File: src/rtl/bp_bimodal_pkg.sv
// Shared encodings for the bimodal branch predictor: 2-bit counter states and the B-type opcode.
package bp_bimodal_pkg;

    localparam logic [1:0] BP_CNT_SNT = 2'b00;
    localparam logic [1:0] BP_CNT_WNT = 2'b01;
    localparam logic [1:0] BP_CNT_WT  = 2'b10;
    localparam logic [1:0] BP_CNT_ST  = 2'b11;

    localparam logic [6:0] INST_TYPE_B = 7'b1100011;

    localparam logic JumpEnable  = 1'b1;
    localparam logic JumpDisable = 1'b0;

endpackage

File: src/rtl/bp_sat_cnt2.sv
// 2-bit saturating up/down counter step, purely combinational.
// Latency 0; no flow control.
// Pins at strongly-taken / strongly-not-taken instead of wrapping.
module bp_sat_cnt2
    import bp_bimodal_pkg::*;
(
    input  logic [1:0] cnt_i,
    input  logic       inc_i,
    output logic [1:0] cnt_o
);

    always_comb begin
        cnt_o = cnt_i;
        if (inc_i) begin
            if (cnt_i != BP_CNT_ST) cnt_o = cnt_i + 2'd1;
        end else begin
            if (cnt_i != BP_CNT_SNT) cnt_o = cnt_i - 2'd1;
        end
    end

endmodule

File: src/rtl/bp_bimodal.sv
// Bimodal predictor: PC-indexed BTB with 2-bit counters; combinational lookup, trained from EX.
// Latency: lookup 0 cycles, training visible the cycle after the update edge; no backpressure.
// Optional BP_BTFN_FALLBACK_EN: backward B-type branches predicted taken on a table miss.
module bp_bimodal
    import bp_bimodal_pkg::*;
#(
    parameter int         BP_ENTRIES  = 64,
    parameter int         BP_TAG_W    = 8,
    parameter logic [1:0] BP_CNT_INIT = 2'b01
) (
    input  logic        clk,
    input  logic        rst,
    input  logic [31:0] inst_i,
    input  logic [31:0] inst_addr_i,
    output logic        isbranch_o,
    output logic [31:0] branch_addr_o,
    input  logic        flush_i,
    input  logic        upd_valid_i,
    input  logic [31:0] upd_pc_i,
    input  logic        upd_taken_i,
    input  logic [31:0] upd_target_i,
    input  logic        upd_mispred_i,
    output logic [31:0] perf_upd_o,
    output logic [31:0] perf_mispred_o
);

    localparam int IDX_W = $clog2(BP_ENTRIES);

    logic                valid_q [BP_ENTRIES];
    logic                valid_d [BP_ENTRIES];
    logic [1:0]          cnt_q   [BP_ENTRIES];
    logic [1:0]          cnt_d   [BP_ENTRIES];
    logic [BP_TAG_W-1:0] tag_q   [BP_ENTRIES];
    logic [BP_TAG_W-1:0] tag_d   [BP_ENTRIES];
    logic [31:0]         tgt_q   [BP_ENTRIES];
    logic [31:0]         tgt_d   [BP_ENTRIES];
    logic [31:0]         perf_upd_q, perf_upd_d;
    logic [31:0]         perf_mispred_q, perf_mispred_d;

    logic [IDX_W-1:0]    lk_idx, u_idx;
    logic [BP_TAG_W-1:0] lk_tag, u_tag;
    logic                lk_hit, u_hit;
    logic [1:0]          u_cnt_nxt;
    logic                unused_bits;

    assign lk_idx = inst_addr_i[IDX_W+1:2];
    assign lk_tag = inst_addr_i[IDX_W+BP_TAG_W+1:IDX_W+2];
    assign u_idx  = upd_pc_i[IDX_W+1:2];
    assign u_tag  = upd_pc_i[IDX_W+BP_TAG_W+1:IDX_W+2];
    assign lk_hit = valid_q[lk_idx] && (tag_q[lk_idx] == lk_tag);
    assign u_hit  = valid_q[u_idx] && (tag_q[u_idx] == u_tag);

    assign unused_bits = ^{inst_i, inst_addr_i, upd_pc_i};

    bp_sat_cnt2 u_sat_cnt (
        .cnt_i (cnt_q[u_idx]),
        .inc_i (upd_taken_i),
        .cnt_o (u_cnt_nxt)
    );

`ifdef BP_BTFN_FALLBACK_EN
    logic [31:0] b_imm;
    logic        btfn_taken;

    assign b_imm = {{19{inst_i[31]}}, inst_i[31], inst_i[7], inst_i[30:25], inst_i[11:8], 1'b0};
    assign btfn_taken = (inst_i[6:0] == INST_TYPE_B) && inst_i[31];

    always_comb begin
        isbranch_o    = JumpDisable;
        branch_addr_o = 32'h0;
        if (lk_hit) begin
            if (cnt_q[lk_idx][1]) begin
                isbranch_o    = JumpEnable;
                branch_addr_o = tgt_q[lk_idx];
            end
        end else if (btfn_taken) begin
            isbranch_o    = JumpEnable;
            branch_addr_o = inst_addr_i + b_imm;
        end
    end
`else
    always_comb begin
        isbranch_o    = JumpDisable;
        branch_addr_o = 32'h0;
        if (lk_hit && cnt_q[lk_idx][1]) begin
            isbranch_o    = JumpEnable;
            branch_addr_o = tgt_q[lk_idx];
        end
    end
`endif

    // Flush wins over a same-cycle update; the update still counts in the perf counters.
    always_comb begin
        valid_d = valid_q;
        cnt_d   = cnt_q;
        tag_d   = tag_q;
        tgt_d   = tgt_q;
        if (flush_i) begin
            for (int i = 0; i < BP_ENTRIES; i++) begin
                valid_d[i] = 1'b0;
                cnt_d[i]   = BP_CNT_INIT;
            end
        end else if (upd_valid_i) begin
            if (u_hit) begin
                cnt_d[u_idx] = u_cnt_nxt;
                if (upd_taken_i) tgt_d[u_idx] = upd_target_i;
            end else if (upd_taken_i) begin
                valid_d[u_idx] = 1'b1;
                tag_d[u_idx]   = u_tag;
                tgt_d[u_idx]   = upd_target_i;
                cnt_d[u_idx]   = BP_CNT_WT;
            end
        end
    end

    always_comb begin
        perf_upd_d     = perf_upd_q;
        perf_mispred_d = perf_mispred_q;
        if (upd_valid_i && (perf_upd_q != 32'hFFFF_FFFF)) perf_upd_d = perf_upd_q + 32'd1;
        if (upd_valid_i && upd_mispred_i && (perf_mispred_q != 32'hFFFF_FFFF))
            perf_mispred_d = perf_mispred_q + 32'd1;
    end

    always_ff @(posedge clk or negedge rst) begin
        if (!rst) begin
            for (int i = 0; i < BP_ENTRIES; i++) begin
                valid_q[i] <= 1'b0;
                cnt_q[i]   <= BP_CNT_INIT;
            end
            perf_upd_q     <= 32'h0;
            perf_mispred_q <= 32'h0;
        end else begin
            valid_q        <= valid_d;
            cnt_q          <= cnt_d;
            perf_upd_q     <= perf_upd_d;
            perf_mispred_q <= perf_mispred_d;
        end
    end

    // Tag and target storage is qualified by valid, so it carries no reset.
    always_ff @(posedge clk) begin
        tag_q <= tag_d;
        tgt_q <= tgt_d;
    end

    assign perf_upd_o     = perf_upd_q;
    assign perf_mispred_o = perf_mispred_q;

endmodule

File: config.mk
export PLATFORM = sky130hd
export DESIGN_NAME = bp_bimodal
export DESIGN_NICKNAME = d
export VERILOG_FILES = /design/src/rtl/bp_bimodal_pkg.sv /design/src/rtl/bp_sat_cnt2.sv /design/src/rtl/bp_bimodal.sv
export SDC_FILE = /design/constraint.sdc
export NUM_CORES = 2
export LEC_CHECK = 0
export ABC_AREA = 1
export BUFFER_PORTS_ARGS = -buffer_cell sky130_fd_sc_hd__buf_4
export CAP_MARGIN = 20
export CORE_ASPECT_RATIO = 0.8
export CORE_MARGIN = 8
export CORE_UTILIZATION = 30
export CTS_BUF_LIST = sky130_fd_sc_hd__clkbuf_4
export DETAILED_ROUTE_END_ITERATION = 10
export HOLD_SLACK_MARGIN = 0.05
export PLACE_DENSITY_LB_ADDON = 0.3
export SLEW_MARGIN = 20
export SYNTH_ARGS = -nofsm -noshare
export SYNTH_HDL_FRONTEND = slang
export SYNTH_SLANG_ARGS = --single-unit
File: constraint.sdc
create_clock -name clk -period 4.45 [get_ports clk]
set_clock_uncertainty 0.05 [all_clocks]
set_input_delay 0.89 -clock clk [delete_from_list [all_inputs] [get_ports clk]]
set_output_delay 0.89 -clock clk [all_outputs]
set_load 0.02 [all_outputs]
; Word-level counts from Yosys, hierarchy flattened
; Cells that the tools add are included.
[totals]
output_inout_bits = 97
elab_cells = 339
input_bits = 134
reg_bits = 2816
[classes]
reduce_logical = 15
magnitude_cmp = 3
addsub = 4
eq_ne = 6
n_bitwise = 8
n_mux = 45
[op_table]
columns = op, count
row1 = bitwise mux 2048 bit, 1
row2 = bitwise mux 512 bit, 1
row3 = 2-to-1 mux 128 bit, 4
row4 = 2-to-1 mux 64 bit, 4
row5 = binary-select mux 32 bit (select 6 bit), 1
row6 = demux 32 bit (select 6 bit), 1
row7 = bitwise mux 128 bit, 1
row8 = 2-to-1 mux 32 bit, 4
row9 = OR 64 bit, 2
row10 = binary-select mux 8 bit (select 6 bit), 2
row11 = adder 32 x 1 -> 32 bit (second input constant), 2
row12 = AND 64 bit, 1
row13 = != test 32 bit (second input constant), 2
row14 = NOT 64 bit, 1
row15 = demux 8 bit (select 6 bit), 1
row16 = 2-to-1 mux 8 bit, 5
row17 = binary-select mux 2 bit (select 6 bit), 2
row18 = == test 8 bit, 2
row19 = 2-to-1 mux 2 bit, 8
row20 = greater-or-equal comparator 7 bit (second input constant), 2
row21 = NOT 6 -> 7 bit, 2
row22 = binary-select mux 1 bit (select 6 bit), 2
row23 = demux 2 bit (select 6 bit), 1
row24 = logical AND 1 bit, 7
row25 = other kinds (12), 22

; Logic depth before layout (Yosys ltp)
[logic_depth]
depth_word = 11
mapped_depth = 25
ltp_nobuf = 22

; Hierarchy
; A second synthesis with hierarchy kept.
[hier_totals]
hier_cells = 11507
hier_area_um2 = 124069.0
[by_module_without_submodules]
columns = mod, cells_per_inst, area_each_um2, seq_area_each_um2, n_inst
row1 = bp_bimodal, 11501, 124044.0, 83359.9, 1
row2 = bp_sat_cnt2, 6, 25.0, 0.0, 1

; Worst setup path after synthesis
; Ideal clock, no wire load.
[synth_timing]
kind = input to output
start = input inst_addr_i[2]
end = output branch_addr_o[31]
path_buffers = 6
path_stages = 12
path_slack_ns = 0.192
required_time_ns = 3.510
t_arrival_ns = 3.318
path_cell_list = buf_2 > buf_2 > buf_2 > buf_2 > clkbuf_1 > clkbuf_1 > a21oi_1 > a221oi_1 > o22ai_1 > o211ai_1 > nand2_1 > nor3_1
[synth_via]
elab_chain_len = 8
word_cells_on_any_way = 17
cone_classes = eq/ne (1) / mux (13) / bitwise (1) / reduce/logical (2)
[synth_lines]
columns = item, line
row1 = start: declaration, bp_bimodal.sv:14  ; input logic [31:0] inst_addr_i,
row2 = NOT 6 -> 7 bit (implied by the code) *, "bp_bimodal.sv:50, bp_bimodal.sv:85, bp_bimodal.sv:87"
row3 = binary-select mux 8 bit (select 6 bit), bp_bimodal.sv:50  ; assign lk_hit = valid_q[lk_idx] && (tag_q[lk_idx] == lk_tag);
row4 = 2-to-1 mux 8 bit (implied by the code) (2 in a row), bp_bimodal.sv:50
row5 = == test 8 bit, bp_bimodal.sv:50
row6 = logical AND 1 bit, bp_bimodal.sv:50
row7 = logical AND 1 bit, bp_bimodal.sv:85  ; if (lk_hit && cnt_q[lk_idx][1]) begin
row8 = 2-to-1 mux 32 bit *, bp_bimodal.sv:85
row9 = end: declaration, bp_bimodal.sv:16  ; output logic [31:0] branch_addr_o,
; Every way passes the cells marked *; elsewhere a longest branch is shown, timed or not. The select of a mux whose other input is x is not followed.

; Worst setup path after layout
[layout_timing]
start = register valid_q[17] in the netlist's numbering
end = output branch_addr_o[7]
[layout_via]
elab_chain_len = 6
[layout_lines]
columns = item, line
row1 = start: declaration, bp_bimodal.sv:29  ; logic valid_q [BP_ENTRIES];
row2 = start signal: assignment, bp_bimodal.sv:133  ; valid_q <= valid_d;
row3 = binary-select mux 1 bit (select 6 bit), bp_bimodal.sv:50
row4 = 2-to-1 mux 1 bit (implied by the code) (2 in a row), bp_bimodal.sv:50
row5 = logical AND 1 bit, bp_bimodal.sv:50
row6 = logical AND 1 bit, bp_bimodal.sv:85
row7 = 2-to-1 mux 32 bit, bp_bimodal.sv:85
; Every way passes these cells. The select of a mux whose other input is x is not followed.

==> results.yml <==
drt:
  vias: 96910
  dr.pass1.iters: 6
  ant_nets: 0
  drc: 0
  viasPerCell: 5.196
  wirelength_um: 433300
  drtIter0Drc: 11530
  routedWlPerCell_um: 23.23
timing:
  worst_pin_slew_ps: 1072
  hold_ws_ps: 232.5
  post-route-min-period_ps: 4969
  post-route-period-util: 1.117
  hold_viol_final: 0
  rsz0062_at_grt: "yes"
  setup_viol: 33
  slew_viol_final: 0
  fin_ws_ps: -519.2
  fmax_mhz: 201.2
  relSlewSlack: 0.2855
worst_setup_path:
  criticalPathCategory: "register to primary output"
  startpoint_type: "register"
  reg2regPathDepth: 17
  worstSetupStartpoint: "valid_q[17]$_DFFE_PN0P_"
  worst-r2r-setup-slack_ps: 780
  worst_setup_path_end_kind: "primary output"
  path_max_fanout: 8
  rr_endpoint: "tag_q[383]$_DFFE_PP_"
  endpoint: "branch_addr_o[7]"
  worstPathArrival_ps: 4030
  worstPathRequired_ps: 3510
  reg2reg_from: "tag_q[4]$_DFFE_PP_"
power:
  power.leakage_uw: 0.05415
  comb_power_share: 0.094
  clockPowerShare: 0.404
  swShare: 0.2593
  switchingPower_uw: 15110
  power.share.sequential: 0.502
  p_int_uw: 43140
  power_density_nw_per_um2: 388.5
  peakVddDrop_uv: 247.7
logic_synthesis:
  synth_seq_cells: 2816
  synth_edf_count: 2560
  synth.distinct_cells: 41
  yosysTopAreaCell: "edfxtp_1"
  ys_seq_area_frac: 0.6694
  yosys.area.top_type_share: 0.6173
  synthCells: 11640
  yosys_warnings: 0
  synth.most_common_cell: "nand2_1"
  synthesis.area_um2: 124500
  synth-main-ff-cell: "edfxtp_1"
  synth_nets: 11770
  netlist_top_cells_area: "edfxtp_1 62%, nand2_1 7.9%, o21ai_0 4.1%"
  syn_area_per_cell_um2: 10.70
  synthTopCellsByCount: "2,613 x nand2_1, 2,560 x edfxtp_1, 1,190 x nor2_1"
  async_flop_share: 0.09091
cells_and_area:
  area_delta_synth_final_pct: 20.39
  instances_no_fill: 18650
  drive_gt1_frac: 0.1890
  finalNetCount: 12660
  design_area_um2: 149900
clock_tree:
  tritoncts: "built"
  cts_root_buf: "clkbuf_4"
  clockBufferDepth: 4
  htreeDepth: 6
  cts_buffers: 759
  cts_sinks: 2816
  clk_pin_slew_ps: 70
  clk_latency_ps: 1580
global_routing:
  grt_max_degree: 193
  top_usage_layer: "met2"
  grt_pass1_vias: 91580
  grt_usage: 0.1891
  grt_pass1_wl_um: 624200
  gr-total-overflow: 0
  grtUsageMet3: 0.03224
  grt_use_met2: 0.2893
  use_met1: 0.2688
  antenna_found_initial: 20
status:
  outcome: "finished, violations left"
  violations: "setup timing"
placed_design:
  portBuffers: 162
  dp.cells: 17230
  dp_slack_ps: -252.2
  hpwl_um: 258500
  placed_cell_area_um2: 138700
  gp_congestion: 0.8833
die:
  rows: 211
  dieArea_um2: 436100
  die_h_um: 592.3
  die_x_um: 736.4
  core_um2: 413200
  floorplan.initialDensity: 0.3014
  io_pins: 231
run:
  maxCapViolations: 0
min_path:
  min_from: "upd_pc_i[11]"
  hold_class: "input pin to register"
==> timing repair <==
item	in CTS	in global routing
hold buffers	49	0
pin swaps	5	10
cloned	0	4
gates resized for setup	40	152
setup buffers	3	15
setup endpoints to repair	33	33
hold endpoints to repair	2981	0
==> power groups by stage <==
stage	Clock, µW	Sequential, µW	Combinational [µW]
after CTS	24100	29300	5340
after global routing	25300	29300	5870
after detailed placement	0	29800	5260
final	23500	29300	5470
after global placement	0	29800	5240
after floorplan	0	29800	2580
==> per-layer routing <==
metal	vias up	routed length, µm
met3	831	37030
met4	0	15210
li1	43970	-
met1	47400	189800
met2	4706	191300
met5	-	0
==> final cells by class <==
type	instances	area (µm²)
Antenna cell	21	52.55
Fill cell	40880	263200
Multi-Input combinational cell	7442	36780
Tap cell	5538	6929
Timing Repair Buffer	978	11040
Clock buffer	1133	8506
Sequential cell	2816	83360
Clock inverter	196	1242
Inverter	527	2019
==> critical path, stage by stage (launching register included) <==
cell and delay, ps:
dfrtp_1 380, o21ai_1 80, o22ai_1 210, buf_4 160, o21ai_1 50, o211ai_1 270, nand3_4 120, nand2_4 110
nand3b_1 100, nor2_2 140, nand3_4 110, buf_12 170, clkbuf_16 210, nor3_2 130, buf_4 170
==> registers in the layout, indices dropped and copies added (netlist names) <==
signal          count
cnt_q             128
tag_q             512
perf_mispred_o     32
perf_upd_o         32
tgt_q            2048
valid_q            64
==> through the flow <==
stage / total power (µW) / utilization / setup TNS, ps
after detailed placement: 35080 / 0.3358 / -3548
after CTS: 58670 / 0.3610 / -16220
after global placement: 35060 / 0.3358 / -3520
final: 58250 / 0.3629 / -15620
after floorplan: 32430 / - / 0
after global routing: 60480 / 0.3628 / -21810
==> worst min-delay path by stage <==
stage	endpoint	slack (ps)	cells past startpoint
6_report	tag_q[275]$_DFFE_PP_	230	2
3_3_place_gp	cnt_q[90]$_DFFE_PN1P_	410	2
2_1_floorplan	cnt_q[30]$_DFFE_PN1P_	400	2
4_1_cts	tag_q[339]$_DFFE_PP_	80	2
5_1_grt	tag_q[275]$_DFFE_PP_	140	2
3_5_place_dp	cnt_q[30]$_DFFE_PN1P_	410	2
==> cell families after synthesis <==
group	Yosys count	share of synthesized area
AO/OA/AOI/OAI	2646	0.1277
XOR/XNOR	65	0.004571
AND/OR/NAND/NOR	4729	0.1535
flip-flops	2816	0.6694
adder cells (fa/ha/maj)	2	0.0002009
buffers and inverters	1379	0.04466
==> layout by cell type (no fill, tap or decap), types with 88 or more instances in the layout <==
| cell type | n |
|---|---|
| nand2_1 | 2606 |
| edfxtp_1 | 2560 |
| clkbuf_4 | 1133 |
| nor2_1 | 1121 |
| o21ai_0 | 967 |
| a21oi_1 | 670 |
| buf_4 | 636 |
| nand3_1 | 632 |
| inv_1 | 460 |
| buf_12 | 271 |
| o221ai_1 | 254 |
| a221oi_1 | 224 |
| o21ai_1 | 221 |
| dfrtp_1 | 191 |
| clkinv_1 | 132 |
| o311ai_0 | 92 |
| o22ai_1 | 88 |
(Power assumes the default switching activity.)
